==> config.mk <==
export PLATFORM = sky130hd
export DESIGN_NAME = wasm_cmp_stack
export DESIGN_NICKNAME = d
export VERILOG_FILES = /design/src/rtl/wasm_cmp_stack.sv
export SDC_FILE = /design/constraint.sdc
export NUM_CORES = 1
export LEC_CHECK = 0
export BUFFER_PORTS_ARGS = -buffer_cell sky130_fd_sc_hd__clkbuf_2
export CORE_MARGIN = 2
export CORE_UTILIZATION = 45
export CTS_CLUSTER_SIZE = 40
export DETAILED_ROUTE_END_ITERATION = 12
export SLEW_MARGIN = 20
export SYNTH_ARGS = -nofsm -noshare
export SYNTH_HDL_FRONTEND = slang
export SYNTH_SLANG_ARGS = --single-unit
==> constraint.sdc <==
create_clock -name clk -period 16.25 [get_ports clk]
set_input_delay 2.4375 -clock clk [delete_from_list [all_inputs] [get_ports clk]]
set_output_delay 2.4375 -clock clk [all_outputs]
set_load 0.01 [all_outputs]
==> src/rtl/wasm_cmp_stack.sv <==
// Operand stack with a WebAssembly i32/i64 comparison unit.
// TOS lives in a register; the entries below it live in a synchronous-read RAM.
module wasm_cmp_stack #(
  parameter int WIDTH = 64,
  parameter int DEPTH = 16,
  parameter int CW    = $clog2(DEPTH + 1)
) (
  input  logic             clk,
  input  logic             reset,
  input  logic             cmd_valid,
  output logic             cmd_ready,
  input  logic [3:0]       cmd_op,
  input  logic             cmd_is64,
  input  logic [WIDTH-1:0] push_data,
  output logic [WIDTH-1:0] result,
  output logic             result_empty,
  output logic [CW-1:0]    depth,
  output logic [3:0]       trap,
  output logic             fsm_state
);

  localparam int AW = (DEPTH > 2) ? $clog2(DEPTH - 1) : 1;

  localparam logic [3:0] OP_PUSH  = 4'd1;
  localparam logic [3:0] OP_POP   = 4'd2;
  localparam logic [3:0] OP_EQZ   = 4'd3;
  localparam logic [3:0] OP_CLEAR = 4'd14;
  localparam logic [3:0] OP_BAD   = 4'd15;

  typedef enum logic {IDLE = 1'b0, FETCH = 1'b1} state_t;

  state_t           state;
  logic [WIDTH-1:0] tos;
  logic [WIDTH-1:0] rd_data;
  logic [WIDTH-1:0] ram [DEPTH-1];
  logic [3:0]       op_q;
  logic             is64_q;

  logic          accept, is_cmp, is_full, is_zero, cmp_bit;
  logic          ram_we, ram_re;
  logic [3:0]    trap_code;
  logic [AW-1:0] wr_addr, rd_addr;

  // Handshake: a command transfers on a rising edge where cmd_valid && cmd_ready;
  // ready drops while a two-cycle command waits in FETCH and stays low once trapped.
  assign cmd_ready    = (state == IDLE) && (trap == 4'd0);
  assign accept       = cmd_valid && cmd_ready;
  assign result_empty = (depth == '0);
  assign result       = (depth != '0) ? tos : '0;
  assign fsm_state    = state;

  assign is_cmp  = (cmd_op >= 4'd4) && (cmd_op <= 4'd13);
  assign is_full = (depth == CW'(DEPTH));
  assign is_zero = cmd_is64 ? (tos[63:0] == 64'd0) : (tos[31:0] == 32'd0);
  assign wr_addr = AW'(depth - CW'(1));
  assign rd_addr = AW'(depth - CW'(2));

  // Both operands are extended to 65 bits so one signed compare covers all forms.
  function automatic logic cmp_fn(input logic [3:0] op, input logic is64,
                                  input logic [63:0] a, input logic [63:0] b);
    logic               sgn, eq, lt;
    logic signed [64:0] ax, bx;
    sgn = ~op[0];
    ax  = is64 ? {sgn & a[63], a} : {{33{sgn & a[31]}}, a[31:0]};
    bx  = is64 ? {sgn & b[63], b} : {{33{sgn & b[31]}}, b[31:0]};
    eq  = (ax == bx);
    lt  = (ax < bx);
    case (op)
      4'd4:         cmp_fn = eq;
      4'd5:         cmp_fn = !eq;
      4'd6, 4'd7:   cmp_fn = lt;
      4'd8, 4'd9:   cmp_fn = !lt && !eq;
      4'd10, 4'd11: cmp_fn = lt || eq;
      4'd12, 4'd13: cmp_fn = !lt;
      default:      cmp_fn = 1'b0;
    endcase
  endfunction

  assign cmp_bit = cmp_fn(op_q, is64_q, rd_data[63:0], tos[63:0]);

  always_comb begin
    trap_code = 4'd0;
    if (cmd_op == OP_BAD)                                trap_code = 4'd3;
    else if (cmd_op == OP_PUSH && is_full)               trap_code = 4'd2;
    else if ((cmd_op == OP_POP || cmd_op == OP_EQZ) && depth == '0) trap_code = 4'd1;
    else if (is_cmp && depth < CW'(2))                   trap_code = 4'd1;
  end

  assign ram_we = accept && (cmd_op == OP_PUSH) && (depth != '0) && !is_full;
  assign ram_re = accept && (trap_code == 4'd0) && (cmd_op == OP_POP || is_cmp)
                  && (depth >= CW'(2));

  always_ff @(posedge clk) begin
    if (ram_we) ram[wr_addr] <= tos;
    if (ram_re) rd_data <= ram[rd_addr];
  end

  always_ff @(posedge clk) begin
    if (reset) begin
      state  <= IDLE;
      tos    <= '0;
      depth  <= '0;
      trap   <= 4'd0;
      op_q   <= 4'd0;
      is64_q <= 1'b0;
    end else begin
      case (state)
        IDLE: begin
          if (accept) begin
            if (trap_code != 4'd0) begin
              trap <= trap_code;
            end else if (cmd_op == OP_PUSH) begin
              tos   <= push_data;
              depth <= depth + CW'(1);
            end else if (cmd_op == OP_EQZ) begin
              tos <= WIDTH'(is_zero);
            end else if (cmd_op == OP_CLEAR) begin
              depth <= '0;
            end else if (cmd_op == OP_POP || is_cmp) begin
              op_q   <= cmd_op;
              is64_q <= cmd_is64;
              state  <= FETCH;
            end
          end
        end
        FETCH: begin
          tos   <= (op_q == OP_POP) ? rd_data : WIDTH'(cmp_bit);
          depth <= depth - CW'(1);
          state <= IDLE;
        end
        default: state <= IDLE;
      endcase
    end
  end

endmodule

==> results of run 1 <==
[flip-flops by register name (all words and copies together), names as in the netlist]
register and flops:
depth 5, fsm_state 1, is64_q 1, op_q 4
ram 960, rd_data 64, tos 64, trap 2
[per-stage QoR]
step           instances  cell area (µm²)
2_1_floorplan       2334            43900
3_3_place_gp        3684            46400
3_5_place_dp        3687            46500
4_1_cts             3902            50200
5_1_grt             3904            50300
6_report            3904            50300
[tightest hold or removal path: cells and delay by family, from the launching register on]
kind / cells / cell delay [ns]
DFF: 1 / 0.33
and+or+nand+nor: 2 / 0.14
[cell families after synthesis]
logic type	after synthesis
compound gates	278
other cells	1
xor+xnor	6
flops	1101
fa+ha+maj	74
mux	325
simple gates	338
buf+inv	210
[worst paths after layout]
path,to,start,slack [ns],cells after the start
max reg2reg,tos[0]$_SDFFE_PP0P_,tos[31]$_SDFFE_PP0P_,11.03,12
min reg2reg,trap[0]$_SDFFE_PP0P_,trap[0]$_SDFFE_PP0P_,0.52,2
max,result[31],depth[1]$_SDFFE_PP0P_,10.04,7
min,trap[0]$_SDFFE_PP0P_,trap[0]$_SDFFE_PP0P_,0.52,2
[layout by cell type, fill, tap and decap left out, types with 13 or more instances in the layout]
master	Yosys	final
mux4_2	256	256
nor4_1	20	19
nor2_4	0	17
clkinv_1	0	29
clkbuf_16	0	116
mux2i_1	69	69
ha_1	74	73
nand2_1	28	28
clkinv_2	0	18
inv_1	75	75
o21ai_0	49	48
a222oi_1	63	63
clkbuf_2	0	144
clkbuf_1	91	27
bufinv_16	0	13
edfxtp_1	1024	1024
nor2b_1	36	36
nand3_1	13	13
dfxtp_1	77	75
buf_4	2	62
nor2_1	195	178
a21oi_1	131	130
nand4_1	20	20
[per-layer routing]
metal	vias up	routed length [µm]
li1	9926	-
met1	12400	48700
met2	1026	50600
met3	160	10300
met4	12	2250
met5	-	155
[cell type report]
type                       instances  area, µm²
timing repair buffer             213       1330
fill                            7687      46400
clock buffer                     146       3050
clock inverter                    69        701
antenna                            1       2.50
inverter                          75        282
sequential                      1101      32300
tap                             1276       1600
multi-input combinational       1023      11000
[power by group]
| part | internal (µW) | leakage (µW) | switching, µW | total [µW] |
|---|---|---|---|---|
| clock | 1530 | 0.00182 | 1070 | 2600 |
| combinational | 139 | 0.00405 | 223 | 363 |
| sequential | 3070 | 0.00821 | 26.4 | 3100 |
==> flow_results.org, run 1 <==
** Run status
- Outcome :: completed

** Clocking
- For the worst-skew pair, the clock arrives at the later sink with an insertion delay of 0.70 ns.
- Clock transition at the register clock pins on the worst setup and hold paths after CTS :: 0.06 ns
- The number of hold buffers added after CTS was 0.
- CTS root buf :: clkbuf_16
- CTS max path bufs :: 3
- Clock tree synthesis inserted a total of 114 buffers.
- Counting every sink on the clock net gives 1101.
- In this run, post-CTS repair resized a total of 0 instances.
- Once the clock tree was built, the setup fixing pass inserted 0 buffers.
- TritonCTS built the clock tree.
- Number of H-tree levels :: 3

** Timing
- Headroom to the max-slew limit came out at 25.0%.
- Clock Skews :: 0.0374 ns
- Setup repair after global routing left no endpoint under its margin.
- For the final routed database, the setup TNS stands at 0 ns.
- Tcrit/Tclk final :: 38.2%
- Setup violations remaining at the end of the flow were counted as 0.
- Minimum period implied by the final worst setup slack :: 6.21 ns
- Count of endpoints failing hold in the final timing report :: 0
- For the pin with the worst max-slew slack, the measured transition is 1.13 ns.
- Final Hold Slack :: 0.515 ns
- The total count of max-transition violations in the final report was 0.
- In the post-route analysis, the smallest setup slack over all paths is 10.04 ns.
- Upper clock frequency limit :: 161 MHz

** Global routing
- Total congestion overflow :: 0
- Global-route wire length before repair :: 162000 µm
- Met1 track demand over resource in global routing :: 33.3%
- Most crowded layer after global routing :: met2
- For this run, the total global-route usage over all layers was measured as 22.5%.
- Global routing usage on met3 :: 5.38%
- Via count of the first global-routing pass :: 23500
- The initial antenna violation count was 11.
- For met2 alone, demand over resource in global routing was 33.8%.
- Largest net degree at the start of global routing :: 138

** Synth
- After synthesis, the most frequently instantiated cells are edfxtp_1, mux4_2, nor2_1.
- Synthesized-area fraction occupied by ao, oa, aoi and oai cells :: 4.12%
- The synthesized netlist devotes 3.55% of its cell area to simple gates.
- Fraction of the yosys area taken by sequential cells :: 73.5%
- In the synthesized netlist, the number of instances is 2333.
- A synthesized cell averages 18.8 µm².
- Largest area contributor in the synthesized netlist :: edfxtp_1
- Cell area after technology mapping :: 0.0439 mm²
- Xor and xnor fraction of the mapped netlist area :: 0.120%
- Summed over its instances, the top area cell type makes up 70.0% of the synthesized netlist area.
- Fraction of the mapped netlist area in adder cells :: 2.11%
- After synthesis, the netlist uses 50 different library cells.
- Area contributors post-synth :: edfxtp_1, mux4_2, dfxtp_1
- Total number of yosys warnings :: 0
- Yosys mapped a number of flops with a built-in enable equal to 1024.
- Multiplexer cells account for 14.7% of the synthesized area.
- Primary flip-flop cell chosen by synthesis mapping :: edfxtp_1
- By area, the combinational part of the netlist is dominated by multiplexers.
- Most instantiated library cell after synthesis :: edfxtp_1
- The synthesized design contains 1101 register bits.
- Share of async-settable or async-resettable flops after synthesis :: 0%

** Placement
- RePlAce Congestion :: 0.808
- Detailed placement ended at an HPWL of 64800 µm.
- Timing analysis after detailed placement gives a worst setup slack of 10.36 ns.
- Number of buffers inserted by port buffering :: 145

** Critical path
- Signal arrival time at the worst endpoint :: 3.77 ns
- In this run the worst path has a maximum fanout of 65.
- The critical path goes through inv_1, ha_1, nand2_1, nor2_4, buf_4, nor2_1, clkbuf_2.
- For this design, the slowest cell found on the critical path is dfxtp_4.
- On the worst path, the slowest cell contributes a delay of 1.01 ns.
- Counting both buffers and inverters, the worst setup path holds a total of 3.
- The kind of cell with the highest combined delay along the critical path is flip-flops.
- The worst setup path is launched from a flip-flop.
- STA classifies the critical path endpoint as an output pin.
- Required arrival time at the worst endpoint :: 13.81 ns
- By startpoint and endpoint, the worst setup path is classified as flip-flop to output pin.

** Floorplanning
- Chip Width :: 316 µm
- # IOs :: 148
- After floorplanning, the core was divided into 114 placement rows.
- Initial core utilization :: 45.4%
- After floorplanning, the core was sized to cover 0.0967 mm².
- DIE HEIGHT :: 316 µm
- The floorplan step defined a die boundary enclosing 0.100 mm².

** Route
- Summing over every cut layer, the via total after detailed routing is 23500.
- In the final routed layout, each cell accounts on average for 28.7 µm.
- ANT nets after route :: 0
- Final wirelength :: 112000 µm
- Number of iterations in the first detailed-routing pass :: 7
- Detail-routed via count per cell :: 6.02
- For this block, the initial DRC count from the detailed router was 3101.
- In the routed design, unresolved DRC markers number 0.

** Final layout
- Final net count :: 2674
- Final cell utilization of the core :: 52.0%
- The area growth from synthesis to layout is 14.4%.
- In the final layout, the share of cells above drive strength 1 is 25.1%.

** Power
- Power density of the placed cells :: 121 mW/mm²
- Power comes to 6060 µW.
- Maximum VDD drop :: 0.0866 mV
- The analysis attributes to cell leakage a power of 0.0141 µW.

** Worst hold path
- The path class of the tightest hold or removal check is flip-flop to flip-flop.

** Job
- Number of maximum-capacitance violations :: 0
Note: power is estimated with default switching activity, not from simulation.
==> run 2, diff against run 1 <==
ABC_AREA = 1   (was unset)
clock period = 5.15 ns   (was 16.25 ns; I/O delays follow)
==> flow_results.org, run 2 <==
** Global routing
- The overflow left after global routing came to 0 (unchanged).
- Initial antenna violation count :: 0 (-11)
- Total track usage :: 24.8% (+2.3 points)
- The number of global-route vias before repair was 29600 (+26%).
- The wire length of the first global-routing pass is 193000 µm (+19%).
- The maximum number of pins on one net before global-route repair was 190 (+38%).

** Clocking
- The clock-pin slew on the worst setup and hold paths came to 0.06 ns (about the same).
- Quantity of gates resized following cts :: 0 (unchanged)
- The number of sinks handled by clock tree synthesis is 1101 (unchanged).
- Quantity of hold-fixing buffers added after cts :: 0 (unchanged)
- The number of buffers created by CTS is 111 (-2.6%).
- TritonCTS clock tree :: yes
- The insertion delay of the later-clocked pin in the worst-skew pair came to 0.70 ns (about the same).
- The total setup buffers inserted after CTS was 0 (unchanged).
- The CTS H-tree depth came to 3 (unchanged).
- The maximum clock path buffer count was 3 (unchanged).
- CTS root buf :: clkbuf_16

** Critical path
- The worst register-to-register path ends at ram[0][54]$_DFFE_PP_.
- The number of logic stages on the critical path including buffering is 9 (+2).
- In this run the worst setup path terminates at result[13].
- The worst path buffer plus inverter count came to 5 (+2).
- The worst setup path is captured at an output pin.
- Signal arrival time at the worst endpoint :: 3.66 ns (-0.11 ns)
- Critical Setup Path Class :: flip-flop to output pin
- Worst reg2reg path startpoint :: depth[1]$_SDFFE_PP0P_
- Largest stage delay, worst path :: 0.69 ns (-0.32 ns)
- Largest delay share family, worst path :: buffers and inverters
- Crit path max-delay cell type :: clkinv_2
- Setup slack of the worst register-to-register path :: 1.21 ns (-9.82 ns)
- Tracing the worst setup path back leads to its startpoint at depth[0]$_SDFFE_PP0P_.
- The critical path data required time is 4.38 ns (-9.43 ns).
- The critical path goes through inv_8, ha_1, nand2_2, nor2_2, clkinv_2, buf_4, nand2_1, inv_1, clkbuf_2.
- CP Max Fanout :: 135 (+110%)
- The worst setup path is launched from a flip-flop.
- Worst reg-to-reg path cell count :: 8 (-4)

** Final layout
- Design Area, Final :: 0.0517 mm² (+2.9%)
- Final cell count without fillers :: 5357 (+37%)
- The count of antenna diodes in the layout was 0 (-1).
- The number of flip-flops in the largest register was 960 (unchanged).
- The share of final-layout standard cells stronger than drive strength 1 is 11.4% (-14 points).
- The post-layout net count is 4049 (+51%).
- In the final layout, the registers with the most flip-flops are ram (960), rd_data (64), tos (64).
- Commonest cells after routing, fill and taps aside :: edfxtp_1, o21ai_0, nor2_1, nand2_1, nand3_1
- ram holds more flip-flops than any other register.
- Leaving out fill and tap cells, the most frequent cell in the layout is edfxtp_1.
- Layout Area Growth over Synthesis :: 13.4%

** Synth
- Largest area contributor in the synthesized netlist :: edfxtp_1
- The synthesis-stage register bit count is 1101 (unchanged).
- In the post-synthesis netlist, the biggest area contributors are edfxtp_1, o21ai_0, nor2_1.
- Total number of yosys warnings :: 0 (unchanged)
- Number of different library cells in the post-synthesis netlist :: 44 (-12%)
- edfxtp_1 is the most common cell in the netlist.
- Number of standard cells after synthesis :: 3797 (+63%)
- The synthesized area is 0.0456 mm² (+3.8%).
- Most instantiated cells after synthesis :: edfxtp_1, o21ai_0, nor2_1
- For this run, the leading register cell type out of synthesis is edfxtp_1.
- Fraction of the yosys area taken by sequential cells :: 70.8% (-2.7 points)
- The fraction of synthesized cell area taken by the top area cell type is 67.4% (-2.6 points).
- The mean post-synth cell area came to 12.0 µm² (-36%).
- Share of async-settable or async-resettable flops after synthesis :: 0% (unchanged)
- Post-synth EDFFs :: 1024 (unchanged)

** Timing
- Clock Skews :: 0.0255 ns (-0.0118 ns)
- The count of final hold-check violations is 0 (unchanged).
- The total count of max-transition violations in the final report came to 0 (unchanged).
- The worst path needs 4.43 ns of the cycle, external delays included.
- The actual slew at the worst max-slew pin came to 1.21 ns (+0.0864 ns).
- The final total negative setup slack came to 0 ns (unchanged).
- Setup repair after global routing left no endpoint under its margin.
- Endpoints failing setup :: 0 (unchanged)
- For this run, the top clock speed supported by timing is 226 MHz.
- Tcrit/Tclk final :: 86.0%
- The worst max-slew margin expressed relative to the limit was 19.2% (-5.8 points).
- Post-route worst setup slack :: 0.720 ns (-9.32 ns)

** Route
- ANT nets after route :: 0 (unchanged)
- The detailed-route wire length per cell came to 24.3 µm (-16%).
- The post-detailed-route DRC marker count was 0 (unchanged).
- Number of iterations in the first detailed-routing pass :: 6 (-1)
- Detail-routed via count per cell :: 5.82 (-3.3%)
- Final wirelength :: 130000 µm (+16%)
- Number of design-rule violations left by the first detailed-router iteration :: 3754 (+21%)
- Via total after detailed routing :: 31200 (+33%)

** Power
- Final Total Pwr :: 19500 µW (+220%)
- Leak pwr :: 0.0180 µW (+28%)
- Power density of the placed cells :: 376 mW/mm² (+210%)
- Maximum VDD drop :: 0.310 mV (+260%)

** Placement
- Cell area reported after detailed placement :: 0.0482 mm² (+3.6%)
- Number of cells after detailed placement :: 5147 (+40%)
- Pre-CTS worst setup slack :: 1.29 ns (-9.07 ns)
- The routability congestion estimate came to 0.874 (+8.2%).
- The number of buffer cells added on primary ports was 145 (unchanged).
- Sum of net half-perimeters after detailed placement :: 72700 µm (+12%)

** Floorplanning
- The number of core rows came to 116 (+1.8%).
- Total Die Area :: 0.104 mm² (+3.8%)
- The area of the placeable core was 0.100 mm² (+3.7%).
- Chip Width :: 322 µm (+1.9%)
- The I/O pin total is 148 (unchanged).
- The effective utilization at floorplan is 45.5% (+0.056 points).
- DIE HEIGHT :: 322 µm (+1.9%)

** Run status
- The run finished with clean final reports.

** Worst hold path
- Hold-critical path depth :: 3 (+1)
- The tightest min-delay check is of the primary input to flip-flop type.

** Job
- Number of maximum-capacitance violations :: 0 (unchanged)
[run 2: cell count changes in the layout (fill, tap and decap cells not counted), sizes merged, moves of 63 or more]
cell | previous run | this run
a21oi | 132 | 43
a222oi | 63 | 0
inv | 78 | 155
mux2i | 69 | 0
mux4 | 256 | 0
nand2 | 28 | 325
nand3 | 13 | 154
nor2 | 195 | 623
o211ai | 3 | 76
o21ai | 49 | 654
o221ai | 0 | 76
o22ai | 0 | 117
[run 2: report_power, final]
group	internal [µW]	switching, µW	leakage (µW)
clock network	4520	3400	0.00174
registers	9720	56.3	0.0102
logic	507	1260	0.00612
total	14700	4720	0.0180
[run 2: how the worst min path moves through the flow]
stage | startpoint | endpoint | slack (ns)
6_report | push_data[20] | tos[20]$_SDFFE_PP0P_ | 0.35
2_1_floorplan | op_q[2]$_SDFFE_PP0P_ | op_q[2]$_SDFFE_PP0P_ | 0.48
3_5_place_dp | depth[4]$_SDFFE_PP0P_ | depth[4]$_SDFFE_PP0P_ | 0.54
3_3_place_gp | depth[4]$_SDFFE_PP0P_ | depth[4]$_SDFFE_PP0P_ | 0.53
5_1_grt | push_data[16] | tos[16]$_SDFFE_PP0P_ | 0.36
4_1_cts | push_data[20] | tos[20]$_SDFFE_PP0P_ | 0.32
[run 2: tightest hold or removal path: cells and delay by family]
kind	cells	cell delay [ns]
buf+inv	1	0.08
simple gates	1	0.07
compound gates	1	0.07
[run 2: logic make-up (layout without fill, tap and decap cells)]
family / Yosys count / after routing / synth area share [%]
xor gates and xnor gates: 5 / 5 / 0.0960
DFF: 1101 / 1101 / 70.8
AOI/OAI and AO/OA: 1040 / 1040 / 13.0
and+or+nand+nor: 1164 / 1164 / 10.5
buffers and inverters: 412 / 614 / 3.59
other: 1 / 2 / 0.00822
adders and majority gates: 74 / 74 / 2.03
[run 2: cell type report]
| class | instances | area, µm² |
|---|---|---|
| multi-input combinational | 2285 | 11900 |
| inverter | 153 | 594 |
| clock inverter | 51 | 494 |
| tap | 1357 | 1700 |
| timing repair buffer | 251 | 1710 |
| sequential | 1101 | 32300 |
| fill | 8657 | 48500 |
| clock buffer | 159 | 3080 |
[run 2: metal layers]
metal / routed length [µm] / GRT usage [%] / vias up
met5: 0 / 0 / -
met4: 2800 / 7.01 / 0
met3: 11000 / 4.06 / 172
li1: - / - / 14200
met2: 59500 / 38.7 / 1358
met1: 56700 / 36.0 / 15500
[run 2: through the flow]
stage	utilization (%)	hold WS, ns
finish	51.6	0.354
global route	51.6	0.357
CTS	51.6	0.316
detailed placement	48.0	0.544
global placement	48.0	0.535
floorplan	-	0.480
